`src/rtl/exec_pkg.sv`:
```
// Shared types for the execution controller: opcodes, FSM states,
// decoded-control bundle and default widths.
package exec_pkg;

    localparam int PC_W_DEF = 10;
    localparam int IR_W_DEF = 9;

    typedef enum logic [3:0] {
        OP_ADD  = 4'h0,
        OP_ADC  = 4'h1,
        OP_SUB  = 4'h2,
        OP_MOVE = 4'h3,
        OP_AND  = 4'h4,
        OP_OR   = 4'h5,
        OP_XOR  = 4'h6,
        OP_ADDI = 4'h7,
        OP_BNE  = 4'h8,
        OP_BEQ  = 4'h9,
        OP_MOVI = 4'hA,
        OP_CLC  = 4'hB,
        OP_RSV  = 4'hC,
        OP_CMP  = 4'hD,
        OP_HALT = 4'hE,
        OP_NOP  = 4'hF
    } opcode_e;

    typedef enum logic [1:0] {
        S_IDLE,
        S_FETCH,
        S_EXEC,
        S_DONE
    } state_e;

    typedef struct packed {
        logic       a_sel;
        logic       b_sel;
        logic [2:0] rf_raddr;
        logic [2:0] rf_waddr;
        logic       rf_we;
        logic       ld_carry;
        logic       clr_carry;
        logic       ld_eq;
        logic       is_beq;
        logic       is_bne;
        logic       is_halt;
        logic [4:0] lut_idx;
    } dec_t;

endpackage

```
`src/rtl/exec_ctrl_if.sv`:
```
// Controller <-> datapath bus: instruction fetch, branch LUT, ALU and
// register-file controls. master = controller, slave = datapath/memories.
interface exec_ctrl_if
    import exec_pkg::*;
#(
    parameter int PC_W = PC_W_DEF,
    parameter int IR_W = IR_W_DEF
);
    logic [PC_W-1:0] pc;
    logic [IR_W-1:0] instr;
    logic [4:0]      lut_idx;
    logic [PC_W-1:0] lut_target;
    logic [3:0]      alu_cmd;
    logic            a_sel;
    logic            b_sel;
    logic [7:0]      imm;
    logic [2:0]      rf_raddr;
    logic [2:0]      rf_waddr;
    logic            rf_we;
    logic            sc_i;
    logic            sc_o;
    logic            equal;

    modport master (
        output pc, lut_idx, alu_cmd, a_sel, b_sel, imm,
        output rf_raddr, rf_waddr, rf_we, sc_i,
        input  instr, lut_target, sc_o, equal
    );

    modport slave (
        input  pc, lut_idx, alu_cmd, a_sel, b_sel, imm,
        input  rf_raddr, rf_waddr, rf_we, sc_i,
        output instr, lut_target, sc_o, equal
    );

endinterface

```
`src/rtl/instr_decode.sv`:
```
// Combinational decode of the latched instruction into controls.
// Ports: ir (opcode[8:5], field F[4:0]) -> dec (dec_t bundle).
module instr_decode
    import exec_pkg::*;
(
    input  logic [8:0] ir,
    output dec_t       dec
);

    opcode_e    op;
    logic [4:0] f;

    assign op = opcode_e'(ir[8:5]);
    assign f  = ir[4:0];

    always_comb begin
        dec = '0;
        unique case (op)
            OP_ADD, OP_ADC, OP_SUB: begin
                dec.rf_raddr = f[2:0];
                dec.rf_we    = 1'b1;
                dec.ld_carry = 1'b1;
            end
            OP_AND, OP_OR, OP_XOR: begin
                dec.rf_raddr = f[2:0];
                dec.rf_we    = 1'b1;
            end
            OP_MOVE: begin
                dec.rf_waddr = f[2:0];
                dec.rf_we    = 1'b1;
            end
            OP_ADDI: begin
                dec.b_sel    = 1'b1;
                dec.rf_we    = 1'b1;
                dec.ld_carry = 1'b1;
            end
            OP_MOVI: begin
                dec.a_sel = 1'b1;
                dec.rf_we = 1'b1;
            end
            OP_CLC:  dec.clr_carry = 1'b1;
            OP_CMP: begin
                dec.rf_raddr = f[2:0];
                dec.ld_eq    = 1'b1;
            end
            OP_BEQ: begin
                dec.is_beq  = 1'b1;
                dec.lut_idx = f;
            end
            OP_BNE: begin
                dec.is_bne  = 1'b1;
                dec.lut_idx = f;
            end
            OP_HALT: dec.is_halt = 1'b1;
            default: ;
        endcase
    end

endmodule

```
`src/rtl/exec_ctrl.sv`:
```
// Two-cycle (FETCH/EXEC) instruction sequencer with carry/eq flags.
// Ports: clk, reset_n (sync), start, bus (master), busy, done.
module exec_ctrl
    import exec_pkg::*;
#(
    parameter int PC_W = PC_W_DEF,
    parameter int IR_W = IR_W_DEF
) (
    input  logic         clk,
    input  logic         reset_n,
    input  logic         start,
    exec_ctrl_if.master  bus,
    output logic         busy,
    output logic         done
);

    state_e          state_q, state_d;
    logic [PC_W-1:0] pc_q, pc_d;
    logic [IR_W-1:0] ir_q, ir_d;
    logic            carry_q, carry_d;
    logic            eq_q, eq_d;
    logic            in_exec;
    logic            taken;
    dec_t            dec;

    instr_decode u_dec (
        .ir  (ir_q[8:0]),
        .dec (dec)
    );

    always_ff @(posedge clk) begin
        if (!reset_n) begin
            state_q <= S_IDLE;
        end else begin
            state_q <= state_d;
        end
    end

    always_ff @(posedge clk) begin
        if (!reset_n) begin
            pc_q    <= '0;
            ir_q    <= '0;
            carry_q <= 1'b0;
            eq_q    <= 1'b0;
        end else begin
            pc_q    <= pc_d;
            ir_q    <= ir_d;
            carry_q <= carry_d;
            eq_q    <= eq_d;
        end
    end

    assign taken = (dec.is_beq & eq_q) | (dec.is_bne & ~eq_q);

    always_comb begin
        state_d = state_q;
        pc_d    = pc_q;
        ir_d    = ir_q;
        carry_d = carry_q;
        eq_d    = eq_q;
        unique case (state_q)
            S_IDLE, S_DONE: begin
                if (start) begin
                    state_d = S_FETCH;
                    pc_d    = '0;
                    carry_d = 1'b0;
                    eq_d    = 1'b0;
                end
            end
            S_FETCH: begin
                ir_d    = bus.instr;
                state_d = S_EXEC;
            end
            S_EXEC: begin
                if (dec.is_halt) begin
                    state_d = S_DONE;
                end else begin
                    state_d = S_FETCH;
                    pc_d    = taken ? bus.lut_target
                                    : pc_q + PC_W'(1);
                end
                if (dec.ld_carry)  carry_d = bus.sc_o;
                if (dec.clr_carry) carry_d = 1'b0;
                if (dec.ld_eq)     eq_d    = bus.equal;
            end
            default: state_d = S_IDLE;
        endcase
    end

    // Controls are only live in EXEC; a reset arriving during EXEC
    // kills the write in the same cycle, before the edge lands.
    assign in_exec      = (state_q == S_EXEC);
    assign bus.pc       = pc_q;
    assign bus.alu_cmd  = in_exec ? ir_q[8:5] : 4'd0;
    assign bus.a_sel    = in_exec & dec.a_sel;
    assign bus.b_sel    = in_exec & dec.b_sel;
    assign bus.imm      = in_exec ? {3'd0, ir_q[4:0]} : 8'd0;
    assign bus.rf_raddr = in_exec ? dec.rf_raddr : 3'd0;
    assign bus.rf_waddr = in_exec ? dec.rf_waddr : 3'd0;
    assign bus.rf_we    = in_exec & dec.rf_we & reset_n;
    assign bus.lut_idx  = in_exec ? dec.lut_idx : 5'd0;
    assign bus.sc_i     = carry_q;

    assign busy = (state_q == S_FETCH) || (state_q == S_EXEC);
    assign done = (state_q == S_DONE);

endmodule

```
`src/flat_wrapper.sv`:
```
// flat-port wrapper written by rule: the top's interface ports become plain ports
module exec_ctrl_flat import exec_pkg::*;
#(
    parameter int PC_W = PC_W_DEF,
    parameter int IR_W = IR_W_DEF
)
  (clk, reset_n, start, busy, done, bus_pc, bus_lut_idx, bus_alu_cmd, bus_a_sel, bus_b_sel, bus_imm, bus_rf_raddr, bus_rf_waddr, bus_rf_we, bus_sc_i, bus_instr, bus_lut_target, bus_sc_o, bus_equal);
  exec_ctrl_if #(.PC_W(PC_W), .IR_W(IR_W)) bus_i ();
  input  logic clk;
  input  logic reset_n;
  input  logic start;
  output logic busy;
  output logic done;
  output wire logic [$bits(bus_i.pc)-1:0] bus_pc;
  output wire logic [$bits(bus_i.lut_idx)-1:0] bus_lut_idx;
  output wire logic [$bits(bus_i.alu_cmd)-1:0] bus_alu_cmd;
  output wire logic [$bits(bus_i.a_sel)-1:0] bus_a_sel;
  output wire logic [$bits(bus_i.b_sel)-1:0] bus_b_sel;
  output wire logic [$bits(bus_i.imm)-1:0] bus_imm;
  output wire logic [$bits(bus_i.rf_raddr)-1:0] bus_rf_raddr;
  output wire logic [$bits(bus_i.rf_waddr)-1:0] bus_rf_waddr;
  output wire logic [$bits(bus_i.rf_we)-1:0] bus_rf_we;
  output wire logic [$bits(bus_i.sc_i)-1:0] bus_sc_i;
  input wire logic [$bits(bus_i.instr)-1:0] bus_instr;
  input wire logic [$bits(bus_i.lut_target)-1:0] bus_lut_target;
  input wire logic [$bits(bus_i.sc_o)-1:0] bus_sc_o;
  input wire logic [$bits(bus_i.equal)-1:0] bus_equal;
  assign bus_pc = bus_i.pc;
  assign bus_lut_idx = bus_i.lut_idx;
  assign bus_alu_cmd = bus_i.alu_cmd;
  assign bus_a_sel = bus_i.a_sel;
  assign bus_b_sel = bus_i.b_sel;
  assign bus_imm = bus_i.imm;
  assign bus_rf_raddr = bus_i.rf_raddr;
  assign bus_rf_waddr = bus_i.rf_waddr;
  assign bus_rf_we = bus_i.rf_we;
  assign bus_sc_i = bus_i.sc_i;
  assign bus_i.instr = bus_instr;
  assign bus_i.lut_target = bus_lut_target;
  assign bus_i.sc_o = bus_sc_o;
  assign bus_i.equal = bus_equal;
  exec_ctrl #(.PC_W(PC_W), .IR_W(IR_W)) u_core (.clk(clk), .reset_n(reset_n), .start(start), .bus(bus_i), .busy(busy), .done(done));
endmodule
```
`config.mk`:
```
export PLATFORM = sky130hd
export DESIGN_NAME = exec_ctrl_flat
export DESIGN_NICKNAME = d
export VERILOG_FILES = /design/src/rtl/exec_pkg.sv /design/src/rtl/exec_ctrl_if.sv /design/src/rtl/instr_decode.sv /design/src/rtl/exec_ctrl.sv /design/src/flat_wrapper.sv
export SDC_FILE = /design/constraint.sdc
export NUM_CORES = 1
export LEC_CHECK = 0
export CORE_ASPECT_RATIO = 2
export CORE_MARGIN = 1
export CORE_UTILIZATION = 45
export CTS_BUF_LIST = sky130_fd_sc_hd__clkbuf_8
export DETAILED_ROUTE_END_ITERATION = 7
export GPL_ROUTABILITY_DRIVEN = 0
export PLACE_DENSITY = 0.82
export SYNTH_ARGS = -nofsm -noshare
export SYNTH_HDL_FRONTEND = slang
export SYNTH_HIERARCHICAL = 1
export SYNTH_SLANG_ARGS = --single-unit
```
`constraint.sdc`:
```
create_clock -name clk -period 2.9 [get_ports clk]
set_clock_uncertainty 0.2 [all_clocks]
set_input_delay 0.58 -clock clk [delete_from_list [all_inputs] [get_ports clk]]
set_output_delay 0.58 -clock clk [all_outputs]
set_load 0.05 [all_outputs]
```
==> flow_summary_export.csv <==
group,metric,value,unit
floorplan,fp.coreArea,3420,um2
global_routing,grt_use_met1,21.2,%
route,drt_iter0_markers,47,
cells_and_area,num-nets-final,287,
setup_path,rrSetupSlack,0.48,ns
logic_synthesis,synth_top_area_share,28.2,%
sta,maxClockFrequency,365,MHz
route,vias,1614,
global_routing,grt_overflow,0,
logic_synthesis,ys_types,42,
hold_path,hold_class,"flip-flop to flip-flop",
clock_network,cts_tree,"yes",
floorplan,die_area,3880,um2
logic_synthesis,yosysSeqAreaShare,28.2,%
route,avgRoutedWirePerCell,13.0,um
logic_synthesis,synth_area_leaders,"dfxtp_1, and2_1, mux2i_1",
logic_synthesis,syn_avg_cell_area,8.04,um2
setup_path,cp_max_fo,6,
global_routing,grt.met3_usage,1.66,%
cells_and_area,final_cells,305,
clock_network,clkLatencyLatePin,0.26,ns
route,route.detailed.drc,0,
placed_design,hpwl,3.19,mm
setup_path,crit_required,2.12,ns
sta,rsz0062_at_grt,"false",
setup_path,worstSetupPathType,"flip-flop to output port",
setup_path,startpoint_type,"flip-flop",
floorplan,ios,63,
setup_path,ff2ff_path_depth,7,
global_routing,track_usage,21.9,%
setup_path,cp.arrival,1.96,ns
cells_and_area,area_delta_synth_final,45.6,%
power_and_ir_drop,p_sw,582,uW
global_routing,grtUsageMet2,44.0,%
power_and_ir_drop,fin_total_pwr,1330,uW
setup_path,r2r-end,"u_core/bus.pc[9]",
clock_network,clk_path_buf_depth,2,
job,cap_violations,0,
setup_path,endpoint,"busy",
power_and_ir_drop,pwr-share-clk,14.4,%
floorplan,die_w,44.6,um
clock_network,postCtsSetupRepairBufs,0,
global_routing,grt_pass1_vias,1584,
floorplan,std_cell_rows,30,
sta,finalSetupViolations,0,
sta,finalSetupTns,0,ns
sta,fin_crit,2.74,ns
logic_synthesis,netlist_instances,203,
clock_network,cts_root_buffer,"clkbuf_8",
logic_synthesis,synthTopCellsByCount,"and2_1, dfxtp_1, mux2i_1",
logic_synthesis,syn-cell-area,1630,um2
route,ant_nets,0,
power_and_ir_drop,cellPowerDensity,560,nW/um2
route,via_per_inst,5.29,
logic_synthesis,ys_seq_elements,23,
cells_and_area,stdcell_area,2370,um2
status,status,"completed",
global_routing,grt_start_max_net_pins,27,
clock_network,cts_made_buffers,3,
global_routing,antenna_found_initial,0,
sta,hold_viol,0,
cells_and_area,antennaDiodeCount,0,
setup_path,endpoint_kind,"output port",
power_and_ir_drop,p_comb_share,53.3,%
clock_network,path_clk_slew,0.08,ns
setup_path,reg2reg_from,"u_core/state_q[0]",
placed_design,port_buffers,59,
global_routing,grt_pass1_wl,6.63,mm
clock_network,cts_max_level,1,
floorplan,die_h,87.2,um
power_and_ir_drop,switching_share,43.8,%
sta,slew_violations,0,
logic_synthesis,synth_enable_flop_cells,0,
logic_synthesis,ys_warn_count,6,
power_and_ir_drop,seqPwrFrac,32.3,%
sta,maxSlewHeadroom,57.7,%
logic_synthesis,yosys.area.top_type,"dfxtp_1",
floorplan,initial_utilization,47.8,%
clock_network,cts_sinks,23,
global_routing,busiest_layer,"met2",
setup_path,startpoint,"u_core/state_q[0]",
logic_synthesis,async_flop_share,0,%
power_and_ir_drop,leakage,0.000928,uW
logic_synthesis,yosysMostFrequentCell,"and2_1",
placed_design,dp.cells,301,
sta,worstMarginPinSlew,0.635,ns
clock_network,cts-resized-gates,0,
route,drtPass1Iterations,4,
logic_synthesis,synth_flop_cell,"dfxtp_1",
placed_design,placed_cell_area,2330,um2
cells_and_area,drive_gt1_share,13.2,%
clock_network,hold_buffers,0,
power_and_ir_drop,internal_power,747,uW
route,routed_wl,3.98,mm
power_and_ir_drop,peakVddDrop,0.353,mV
sta,period_share,94.3,%
[through the flow]
step	worst slack (ns)	hold WS [ns]	utilization (%)
finish	0.164	0.300	69.5
CTS	0.158	0.304	69.5
global placement	0.465	0.281	68.2
floorplan	0.601	0.289	-
detailed placement	0.445	0.288	68.2
global route	0.0935	0.315	69.5
[logic make-up (layout without fill, tap and decap cells)]
| logic type | count (synthesis) | count (layout) | share of synthesized area [%] |
|---|---|---|---|
| AO/OA/AOI/OAI | 37 | 37 | 15.0 |
| adder cells (fa/ha/maj) | 5 | 5 | 3.83 |
| buffers and inverters | 18 | 70 | 5.52 |
| flip-flops | 23 | 23 | 28.2 |
| multiplexers | 14 | 14 | 8.90 |
| other | 1 | 3 | 0.230 |
| AND/OR/NAND/NOR | 105 | 105 | 38.3 |
[per-layer routing]
layer,vias up,routed length [um],share of wire (%)
met5,-,0,0
met4,0,83,2.1
met3,8,167,4.2
met2,56,2260,57
met1,740,1470,37
li1,810,-,-
[sequential cells by signal, indices dropped and copies added (netlist names)]
name,cells
u_core/state_q,2
u_core/eq_q,1
u_core/bus.sc_i,1
u_core/ir_q,9
u_core/bus.pc,10
[cells in the final DEF, fill, tap and decap left out, drive strengths merged]
master,instances
nor3,4
o21a,3
or4,1
nand3b,1
nand2,11
a21oi,9
and2,30
and3,5
clkdlybuf4s50,36
o311a,1
o2bb2ai,5
and3b,1
or3,3
nand3,8
and4b,1
o211a,2
buf,26
inv,5
o21ai,11
o22ai,1
nor4bb,1
nor4,4
a21o,1
a21boi,3
nor2,11
clkbuf,3
mux2,1
nand4,2
nor2b,12
nand2b,3
conb,3
ha,5
dfxtp,23
a22oi,1
nor3b,7
mux2i,13
[critical path, stage by stage (launching register included)]
cell             delay (ns)
dfxtp_1                0.41
inv_1                  0.06
ha_1                   0.36
inv_1                  0.07
clkdlybuf4s50_1        0.79
[how the worst min path moves through the flow]
stage	startpoint	to	slack, ns	depth (start not counted)
floorplan	u_core/ir_q[3]	u_core/ir_q[3]	0.29	2
global placement	u_core/bus.pc[9]	u_core/bus.pc[9]	0.28	1
detailed placement	u_core/bus.pc[9]	u_core/bus.pc[9]	0.29	1
CTS	u_core/bus.pc[9]	u_core/bus.pc[9]	0.30	1
global route	u_core/bus.pc[9]	u_core/bus.pc[9]	0.31	1
finish	u_core/bus.pc[9]	u_core/bus.pc[9]	0.30	1
[final cells by class]
cell class	instances	area (um2)
inverter	4	15.0
multi-input combinational	164	1090
sequential	23	460
timing repair buffer	62	706
clock buffer	3	41.3
fill	281	1040
tap	48	60.1
clock inverter	1	3.75
[power by group through the flow]
stage | sequential (uW) | combinational [uW] | clock [uW]
after global placement | 434 | 698 | 0
after detailed placement | 436 | 710 | 0
after CTS | 428 | 712 | 197
after global routing | 440 | 763 | 209
after floorplan | 429 | 504 | 0
final | 429 | 708 | 192
Note: power is estimated with default switching activity, not from simulation.
